$ cat src/rtl/corefifo_pkg.sv
// Shared constants and pointer-code helpers for the COREFIFO pointer generators.
// The helpers work on a wide word so any pointer width can zero-extend into them.
package corefifo_pkg;

  localparam int ADDRWIDTH_DFLT = 3;
  localparam int PTRW           = ADDRWIDTH_DFLT + 1;
  localparam int DEPTH          = 2 ** ADDRWIDTH_DFLT;
  localparam int FUNCW          = 32;

  typedef logic [FUNCW-1:0] word_t;

  function automatic word_t bin2gray(input word_t b);
    return b ^ (b >> 1);
  endfunction

  // Zero-extended upper bits stay zero through the XOR chain, so narrow pointers convert correctly.
  function automatic word_t gray2bin(input word_t g);
    word_t b;
    b[FUNCW-1] = g[FUNCW-1];
    for (int i = FUNCW - 2; i >= 0; i--) begin
      b[i] = b[i+1] ^ g[i];
    end
    return b;
  endfunction

endpackage

$ cat src/rtl/corefifo_wr_ptr_gen_if.sv
// Write-side bus of the COREFIFO pointer generator: write request, read-pointer input,
// RAM strobe/address, Gray pointer to the read domain and the status flags.
interface corefifo_wr_ptr_gen_if
  import corefifo_pkg::*;
#(
  parameter int ADDRWIDTH = ADDRWIDTH_DFLT
);

  logic                 we;
  logic [ADDRWIDTH:0]   rd_gray_async;
  logic                 ram_we;
  logic [ADDRWIDTH-1:0] wr_addr;
  logic [ADDRWIDTH:0]   wr_gray;
  logic                 full;
  logic                 afull;
  logic [ADDRWIDTH:0]   wr_cnt;
  logic                 wr_ack;
  logic                 overflow;

  modport master (
    output we, rd_gray_async,
    input  ram_we, wr_addr, wr_gray, full, afull, wr_cnt, wr_ack, overflow
  );

  modport slave (
    input  we, rd_gray_async,
    output ram_we, wr_addr, wr_gray, full, afull, wr_cnt, wr_ack, overflow
  );

endinterface

$ cat src/rtl/corefifo_sync_nff.sv
// Multi-flop synchroniser with synchronous active-low reset, used for Gray pointer crossings
// in either direction.
module corefifo_sync_nff #(
  parameter int WIDTH  = 4,
  parameter int STAGES = 2
) (
  input  logic             i_clk,
  input  logic             i_rst_n,
  input  logic [WIDTH-1:0] i_d,
  output logic [WIDTH-1:0] o_q
);

  logic [WIDTH-1:0] r_sync [STAGES];

  always_ff @(posedge i_clk) begin
    if (!i_rst_n) begin
      for (int i = 0; i < STAGES; i++) begin
        r_sync[i] <= '0;
      end
    end else begin
      r_sync[0] <= i_d;
      for (int i = 1; i < STAGES; i++) begin
        r_sync[i] <= r_sync[i-1];
      end
    end
  end

  assign o_q = r_sync[STAGES-1];

endmodule

$ cat src/rtl/corefifo_wr_ptr_gen.sv
// Write-domain pointer and flag generator of the async COREFIFO: binary RAM address,
// registered Gray write pointer, and full/afull/count/ack/overflow from the synchronised read pointer.
module corefifo_wr_ptr_gen
  import corefifo_pkg::*;
#(
  parameter int ADDRWIDTH    = ADDRWIDTH_DFLT,
  parameter int AFULL_THRESH = 6,
  parameter int SYNC_STAGES  = 2
) (
  input logic                   wclk,
  input logic                   wrst_n,
  corefifo_wr_ptr_gen_if.slave  bus
);

  localparam int            PW        = ADDRWIDTH + 1;
  localparam logic [PW-1:0] FULL_CNT  = PW'(2 ** ADDRWIDTH);
  localparam logic [PW-1:0] AFULL_CNT = PW'(AFULL_THRESH);

  logic [PW-1:0] r_wrBin;
  logic [PW-1:0] r_wrGray;
  logic [PW-1:0] r_wrCnt;
  logic          r_full;
  logic          r_afull;
  logic          r_wrAck;
  logic          r_overflow;

  logic          w_accept;
  logic [PW-1:0] w_wrBinInc;
  logic [PW-1:0] w_wrBinNext;
  logic [PW-1:0] w_rdGraySync;
  logic [PW-1:0] w_rdBin;
  logic [PW-1:0] w_cntNext;

  corefifo_sync_nff #(
    .WIDTH  (PW),
    .STAGES (SYNC_STAGES)
  ) u_rd_sync (
    .i_clk   (wclk),
    .i_rst_n (wrst_n),
    .i_d     (bus.rd_gray_async),
    .o_q     (w_rdGraySync)
  );

  // Reset gates the accept so a write coinciding with reset never strobes the RAM.
  assign w_accept    = bus.we & ~r_full & wrst_n;
  assign w_wrBinInc  = r_wrBin + PW'(1);
  assign w_wrBinNext = w_accept ? w_wrBinInc : r_wrBin;
  assign w_rdBin     = PW'(gray2bin(FUNCW'(w_rdGraySync)));
  assign w_cntNext   = w_wrBinNext - w_rdBin;

  always_ff @(posedge wclk) begin
    if (!wrst_n) begin
      r_wrBin    <= '0;
      r_wrGray   <= '0;
      r_wrCnt    <= '0;
      r_full     <= 1'b0;
      r_afull    <= 1'b0;
      r_wrAck    <= 1'b0;
      r_overflow <= 1'b0;
    end else begin
      if (w_accept) begin
        r_wrBin  <= w_wrBinInc;
        r_wrGray <= PW'(bin2gray(FUNCW'(w_wrBinInc)));
      end
      // Occupancy uses the stale read pointer, so full clears late but never early.
      r_full     <= (w_cntNext == FULL_CNT);
      r_afull    <= (w_cntNext >= AFULL_CNT);
      r_wrCnt    <= w_cntNext;
      r_wrAck    <= w_accept;
      r_overflow <= bus.we & r_full;
    end
  end

  assign bus.ram_we   = w_accept;
  assign bus.wr_addr  = r_wrBin[ADDRWIDTH-1:0];
  assign bus.wr_gray  = r_wrGray;
  assign bus.full     = r_full;
  assign bus.afull    = r_afull;
  assign bus.wr_cnt   = r_wrCnt;
  assign bus.wr_ack   = r_wrAck;
  assign bus.overflow = r_overflow;

endmodule

$ cat src/flat_wrapper.sv
// flat-port wrapper written by rule: the top's interface ports become plain ports
module corefifo_wr_ptr_gen_flat import corefifo_pkg::*;
#(
  parameter int ADDRWIDTH    = ADDRWIDTH_DFLT,
  parameter int AFULL_THRESH = 6,
  parameter int SYNC_STAGES  = 2
)
  (wclk, wrst_n, bus_we, bus_rd_gray_async, bus_ram_we, bus_wr_addr, bus_wr_gray, bus_full, bus_afull, bus_wr_cnt, bus_wr_ack, bus_overflow);
  corefifo_wr_ptr_gen_if #(.ADDRWIDTH(ADDRWIDTH)) bus_i ();
  input logic wclk;
  input logic wrst_n;
  input wire logic [$bits(bus_i.we)-1:0] bus_we;
  input wire logic [$bits(bus_i.rd_gray_async)-1:0] bus_rd_gray_async;
  output wire logic [$bits(bus_i.ram_we)-1:0] bus_ram_we;
  output wire logic [$bits(bus_i.wr_addr)-1:0] bus_wr_addr;
  output wire logic [$bits(bus_i.wr_gray)-1:0] bus_wr_gray;
  output wire logic [$bits(bus_i.full)-1:0] bus_full;
  output wire logic [$bits(bus_i.afull)-1:0] bus_afull;
  output wire logic [$bits(bus_i.wr_cnt)-1:0] bus_wr_cnt;
  output wire logic [$bits(bus_i.wr_ack)-1:0] bus_wr_ack;
  output wire logic [$bits(bus_i.overflow)-1:0] bus_overflow;
  assign bus_i.we = bus_we;
  assign bus_i.rd_gray_async = bus_rd_gray_async;
  assign bus_ram_we = bus_i.ram_we;
  assign bus_wr_addr = bus_i.wr_addr;
  assign bus_wr_gray = bus_i.wr_gray;
  assign bus_full = bus_i.full;
  assign bus_afull = bus_i.afull;
  assign bus_wr_cnt = bus_i.wr_cnt;
  assign bus_wr_ack = bus_i.wr_ack;
  assign bus_overflow = bus_i.overflow;
  corefifo_wr_ptr_gen #(.ADDRWIDTH(ADDRWIDTH), .AFULL_THRESH(AFULL_THRESH), .SYNC_STAGES(SYNC_STAGES)) u_core (.wclk(wclk), .wrst_n(wrst_n), .bus(bus_i));
endmodule
$ cat config.mk
export PLATFORM = sky130hd
export DESIGN_NAME = corefifo_wr_ptr_gen_flat
export DESIGN_NICKNAME = d
export VERILOG_FILES = /design/src/rtl/corefifo_pkg.sv /design/src/rtl/corefifo_wr_ptr_gen_if.sv /design/src/rtl/corefifo_sync_nff.sv /design/src/rtl/corefifo_wr_ptr_gen.sv /design/src/flat_wrapper.sv
export SDC_FILE = /design/constraint.sdc
export NUM_CORES = 1
export LEC_CHECK = 0
export BUFFER_PORTS_ARGS = -buffer_cell sky130_fd_sc_hd__buf_4
export CORE_MARGIN = 3
export CORE_UTILIZATION = 55
export DETAILED_ROUTE_END_ITERATION = 16
export MAX_ROUTING_LAYER = met4
export PLACE_DENSITY = 0.81
export SYNTH_ARGS = -nofsm -noshare
export SYNTH_HDL_FRONTEND = slang
export SYNTH_SLANG_ARGS = --single-unit
$ cat constraint.sdc
create_clock -name wclk -period 5.24 [get_ports wclk]
set_clock_uncertainty 0.15 [all_clocks]
set_input_delay 1.048 -clock wclk [delete_from_list [all_inputs] [get_ports wclk]]
set_output_delay 1.048 -clock wclk [all_outputs]
set_load 0.1 [all_outputs]
==> impl_results.html <==
<table>
<tr><th>Metric</th><th>Value</th></tr>
<tr><th colspan="2">Critical path</th></tr>
<tr><td>R2r endpoint</td><td>u_core.bus.full</td></tr>
<tr><td>Type of element capturing the critical path</td><td>flip-flop</td></tr>
<tr><td>Critical path class</td><td>primary input to flip-flop</td></tr>
<tr><td>Beginning of the worst register-to-register path</td><td>u_core.bus.full</td></tr>
<tr><td>Largest fanout on the critical path</td><td>24</td></tr>
<tr><td>Worst Path Arrival</td><td>roughly 3.2 ns</td></tr>
<tr><td>Launching element type of the critical path</td><td>primary input</td></tr>
<tr><td>Worst reg-to-reg setup slack</td><td>2.60 ns</td></tr>
<tr><td>WP data required</td><td>between 5 and 6 ns</td></tr>
<tr><td>Depth of the most critical reg-to-reg path</td><td>9</td></tr>
<tr><th colspan="2">Cells and area</th></tr>
<tr><td>Most used cells in the layout excluding fill and tap cells</td><td>dfxtp_1, buf_4, nand2_1, and2_1, xnor2_1</td></tr>
<tr><td>Util after Layout</td><td>0.740</td></tr>
<tr><td>Most common cell after layout, fill and taps aside</td><td>dfxtp_1</td></tr>
<tr><td>Area added between synthesis and finish</td><td>18.4%</td></tr>
<tr><td>Final Net Count</td><td>between 100 and 150</td></tr>
<tr><td>Fraction of layout instances using a drive strength above 1</td><td>0.270</td></tr>
<tr><td>Final antenna diode count</td><td>0</td></tr>
<tr><td>Final std cells w/o fill</td><td>approximately 140</td></tr>
<tr><th colspan="2">Clock network</th></tr>
<tr><td>Root buffer cell</td><td>clkbuf_4</td></tr>
<tr><td>Source-to-sink clock delay at the later pin of the worst-skew pair</td><td>about 0.30 ns</td></tr>
<tr><td>Maximum number of buffers from clock root to sink</td><td>2</td></tr>
<tr><td>Total setup buffers inserted after CTS</td><td>0</td></tr>
<tr><td>CTS tree</td><td>built</td></tr>
<tr><td>Number of clock buffers inserted by TritonCTS</td><td>3</td></tr>
<tr><td>Number of cells upsized or downsized after cts</td><td>0</td></tr>
<tr><td>Clk slew on worst S/H paths</td><td>roughly 0.12 ns</td></tr>
<tr><td>H-Tree Depth</td><td>1</td></tr>
<tr><td>Hold Buf Count CTS</td><td>0</td></tr>
<tr><td>TritonCTS sink count</td><td>24</td></tr>
<tr><th colspan="2">STA</th></tr>
<tr><td>Highest Clock Rate</td><td>~320 MHz</td></tr>
<tr><td>Total negative slack for setup checks</td><td>0 ns</td></tr>
<tr><td>Number of pins exceeding their max-slew limit in the final report</td><td>0</td></tr>
<tr><td>Final hold vios</td><td>0</td></tr>
<tr><td>Worst Hold Margin</td><td>~0.3 ns</td></tr>
<tr><td>Final setup violating endpoints</td><td>0</td></tr>
<tr><td>Worst-margin pin slew</td><td>about 0.35 ns</td></tr>
<tr><td>Max_slew headroom</td><td>0.765</td></tr>
<tr><td>Unrepaired setup endpoints after global routing</td><td>no</td></tr>
<tr><td>Final critical path time including I/O delays and setup</td><td>between 3 and 4 ns</td></tr>
<tr><td>Period Utilization, post-route</td><td>0.600</td></tr>
<tr><th colspan="2">Global route</th></tr>
<tr><td>Number of antenna violations at the first check in global routing</td><td>0</td></tr>
<tr><td>Via count of the first global-routing pass</td><td>656</td></tr>
<tr><td>Global-route wire length before repair</td><td>2790 um</td></tr>
<tr><td>Total grt overflow</td><td>0</td></tr>
<tr><td>Global router's overall resource usage</td><td>0.154</td></tr>
<tr><td>Largest net degree at the start of global routing</td><td>25</td></tr>
<tr><th colspan="2">Die</th></tr>
<tr><td>Core region area</td><td>~1600 um^2</td></tr>
<tr><td>Horiz. Die Dim</td><td>between 40 and 50 um</td></tr>
<tr><td>Number of primary I/O pins</td><td>23</td></tr>
<tr><td>Cell Rows</td><td>14</td></tr>
<tr><td>Height of the chip</td><td>between 40 and 50 um</td></tr>
<tr><td>Starting Density</td><td>0.625</td></tr>
<tr><td>Floorplan die area</td><td>about 2400 um^2</td></tr>
<tr><th colspan="2">Detailed routing</th></tr>
<tr><td>Routed via count divided by cell count</td><td>4.77</td></tr>
<tr><td>Vias</td><td>about 660</td></tr>
<tr><td>Detailed Route Iter0 Violations</td><td>4</td></tr>
<tr><td># DRC</td><td>0</td></tr>
<tr><td>Total iterations of the first detailed-routing run</td><td>2</td></tr>
<tr><td>Avg WL per Cell</td><td>11.2 um</td></tr>
<tr><td>Number of nets still failing antenna checks after routing</td><td>0</td></tr>
<tr><td>Drt total wl</td><td>~1600 um</td></tr>
<tr><th colspan="2">Logic synthesis</th></tr>
<tr><td>Register bit total from synthesis</td><td>24</td></tr>
<tr><td>Share of the yosys chip area belonging to registers</td><td>0.472</td></tr>
<tr><td>Cell area after synthesis</td><td>slightly above 1000 um^2</td></tr>
<tr><td>Synth top area share</td><td>0.472</td></tr>
<tr><td>Number of warnings issued by yosys</td><td>0</td></tr>
<tr><td>Gate count of the mapped netlist</td><td>95</td></tr>
<tr><td>Post-synth net total</td><td>107</td></tr>
<tr><td>Yosys top cell by area</td><td>dfxtp_1</td></tr>
<tr><td>Number of different library cells in the post-synthesis netlist</td><td>26</td></tr>
<tr><td>Biggest area contributors in the synthesized netlist</td><td>dfxtp_1, and2_1, xnor2_1, ha_1, nand2_1</td></tr>
<tr><td>Avg Cell Area, Syn</td><td>10.7 um^2</td></tr>
<tr><th colspan="2">Run status</th></tr>
<tr><td>Run status</td><td>finished, final reports clean</td></tr>
<tr><th colspan="2">Min path</th></tr>
<tr><td>End point of the worst hold path</td><td>u_core.u_rd_sync.r_sync[0][6]</td></tr>
<tr><td>Worst hold start</td><td>u_core.u_rd_sync.r_sync[0][2]</td></tr>
<tr><td>Number of instances on the worst hold path</td><td>1</td></tr>
<tr><td>Worst hold path type</td><td>flip-flop to flip-flop</td></tr>
<tr><th colspan="2">Pwr</th></tr>
<tr><td>Leakage power total</td><td>approximately 0.56 nW</td></tr>
<tr><td>Worst voltage drop across the vdd grid</td><td>0.000287 V</td></tr>
<tr><td>PD cells</td><td>approximately 380 nW/um^2</td></tr>
<tr><th colspan="2">Placed design</th></tr>
<tr><td>Count of input and output buffers</td><td>22</td></tr>
<tr><td>Cell count after placement</td><td>roughly 140</td></tr>
<tr><td>Weighted congestion at the end of routability-driven global placement</td><td>0.783</td></tr>
<tr><td>HPWL after detailed placement</td><td>1220 um</td></tr>
<tr><th colspan="2">Run</th></tr>
<tr><td>Number of maximum-capacitance constraint violations</td><td>0</td></tr>
</table>
==> worst max-delay path: stages <==
cell      delay (ns)
buf_4           0.18
nand3b_4        0.14
clkinv_1        0.23
nand2_1         0.15
xnor2_1         0.14
ha_1            0.29
a21o_1          0.18
a31oi_1         0.15
xnor3_1         0.46
nor4_2          0.24
==> where the power goes <==
part	internal (mW)	switching, mW	total (mW)
combinational	0.0484	0.133	0.181
sequential	0.198	0.00762	0.206
clock	0.0268	0.0492	0.0760
total	0.273	0.189	0.463
==> how the worst max path moves through the flow <==
| stage | start | to | slack, ns | cells past startpoint |
|---|---|---|---|---|
| 6_report | wrst_n | u_core.bus.full | 2.09 | 10 |
| 5_1_grt | wrst_n | u_core.bus.full | 1.90 | 10 |
| 4_1_cts | wrst_n | u_core.bus.full | 2.08 | 10 |
| 3_5_place_dp | wrst_n | u_core.bus.full | 1.76 | 10 |
| 3_3_place_gp | wrst_n | u_core.bus.full | 1.88 | 10 |
| 2_1_floorplan | u_core.bus.full | u_core.bus.full | 1.32 | 9 |
==> registers in the layout, summed over array words and instances (netlist names) <==
signal	cells
u_core.r_wrBin	4
u_core.u_rd_sync.r_sync	8
u_core.bus.overflow	1
u_core.bus.full	1
u_core.bus.afull	1
u_core.bus.wr_cnt	4
u_core.bus.wr_ack	1
u_core.bus.wr_gray	4
==> area by class of cell <==
cell class	count	area (um^2)
multi-input cells	63	497
inverters	3	11.3
well taps	24	30.0
flip-flops and latches	24	480
clock buffers	3	22.5
fillers	135	423
repair buffers	22	165
==> cell usage after synthesis (all sizes together) <==
master	instances
dfxtp	24
and2	13
nand2	13
xnor2	8
xor2	5
a21boi	4
ha	4
buf	3
and3	2
clkbuf	2
inv	2
nor2b	2
a21o	1
a21oi	1
a31oi	1
and2b	1
clkinv	1
fa	1
nand3	1
nand3b	1
nor2	1
nor4	1
o211a	1
o21ai	1
xnor3	1
==> kinds of logic (layout without fill, tap and decap cells) <==
| group | count (synthesis) | in the layout | synth area share |
|---|---|---|---|
| AND/OR/NAND/NOR | 35 | 35 | 0.222 |
| flip-flops | 24 | 24 | 0.472 |
| XOR/XNOR | 14 | 14 | 0.134 |
| AO/OA/AOI/OAI | 9 | 9 | 0.0627 |
| buffers and inverters | 8 | 28 | 0.0405 |
| adder cells (fa/ha/maj) | 5 | 5 | 0.0688 |
==> per-layer routing <==
layer,global-route usage,wire length [um]
met3,0.0306,72
met4,0.0711,25
met2,0.258,802
met1,0.176,653
met5,-,0
==> metrics by stage <==
stage                     area (um^2)  total power, mW  setup WS, ns
final                            1210            0.463          2.09
after global routing             1210            0.487          1.90
after CTS                        1210            0.468          2.08
after detailed placement         1180            0.392          1.76
after floorplan                  1020            0.359          1.32
after global placement           1180            0.390          1.88
Note: power is estimated with default switching activity, not from simulation.
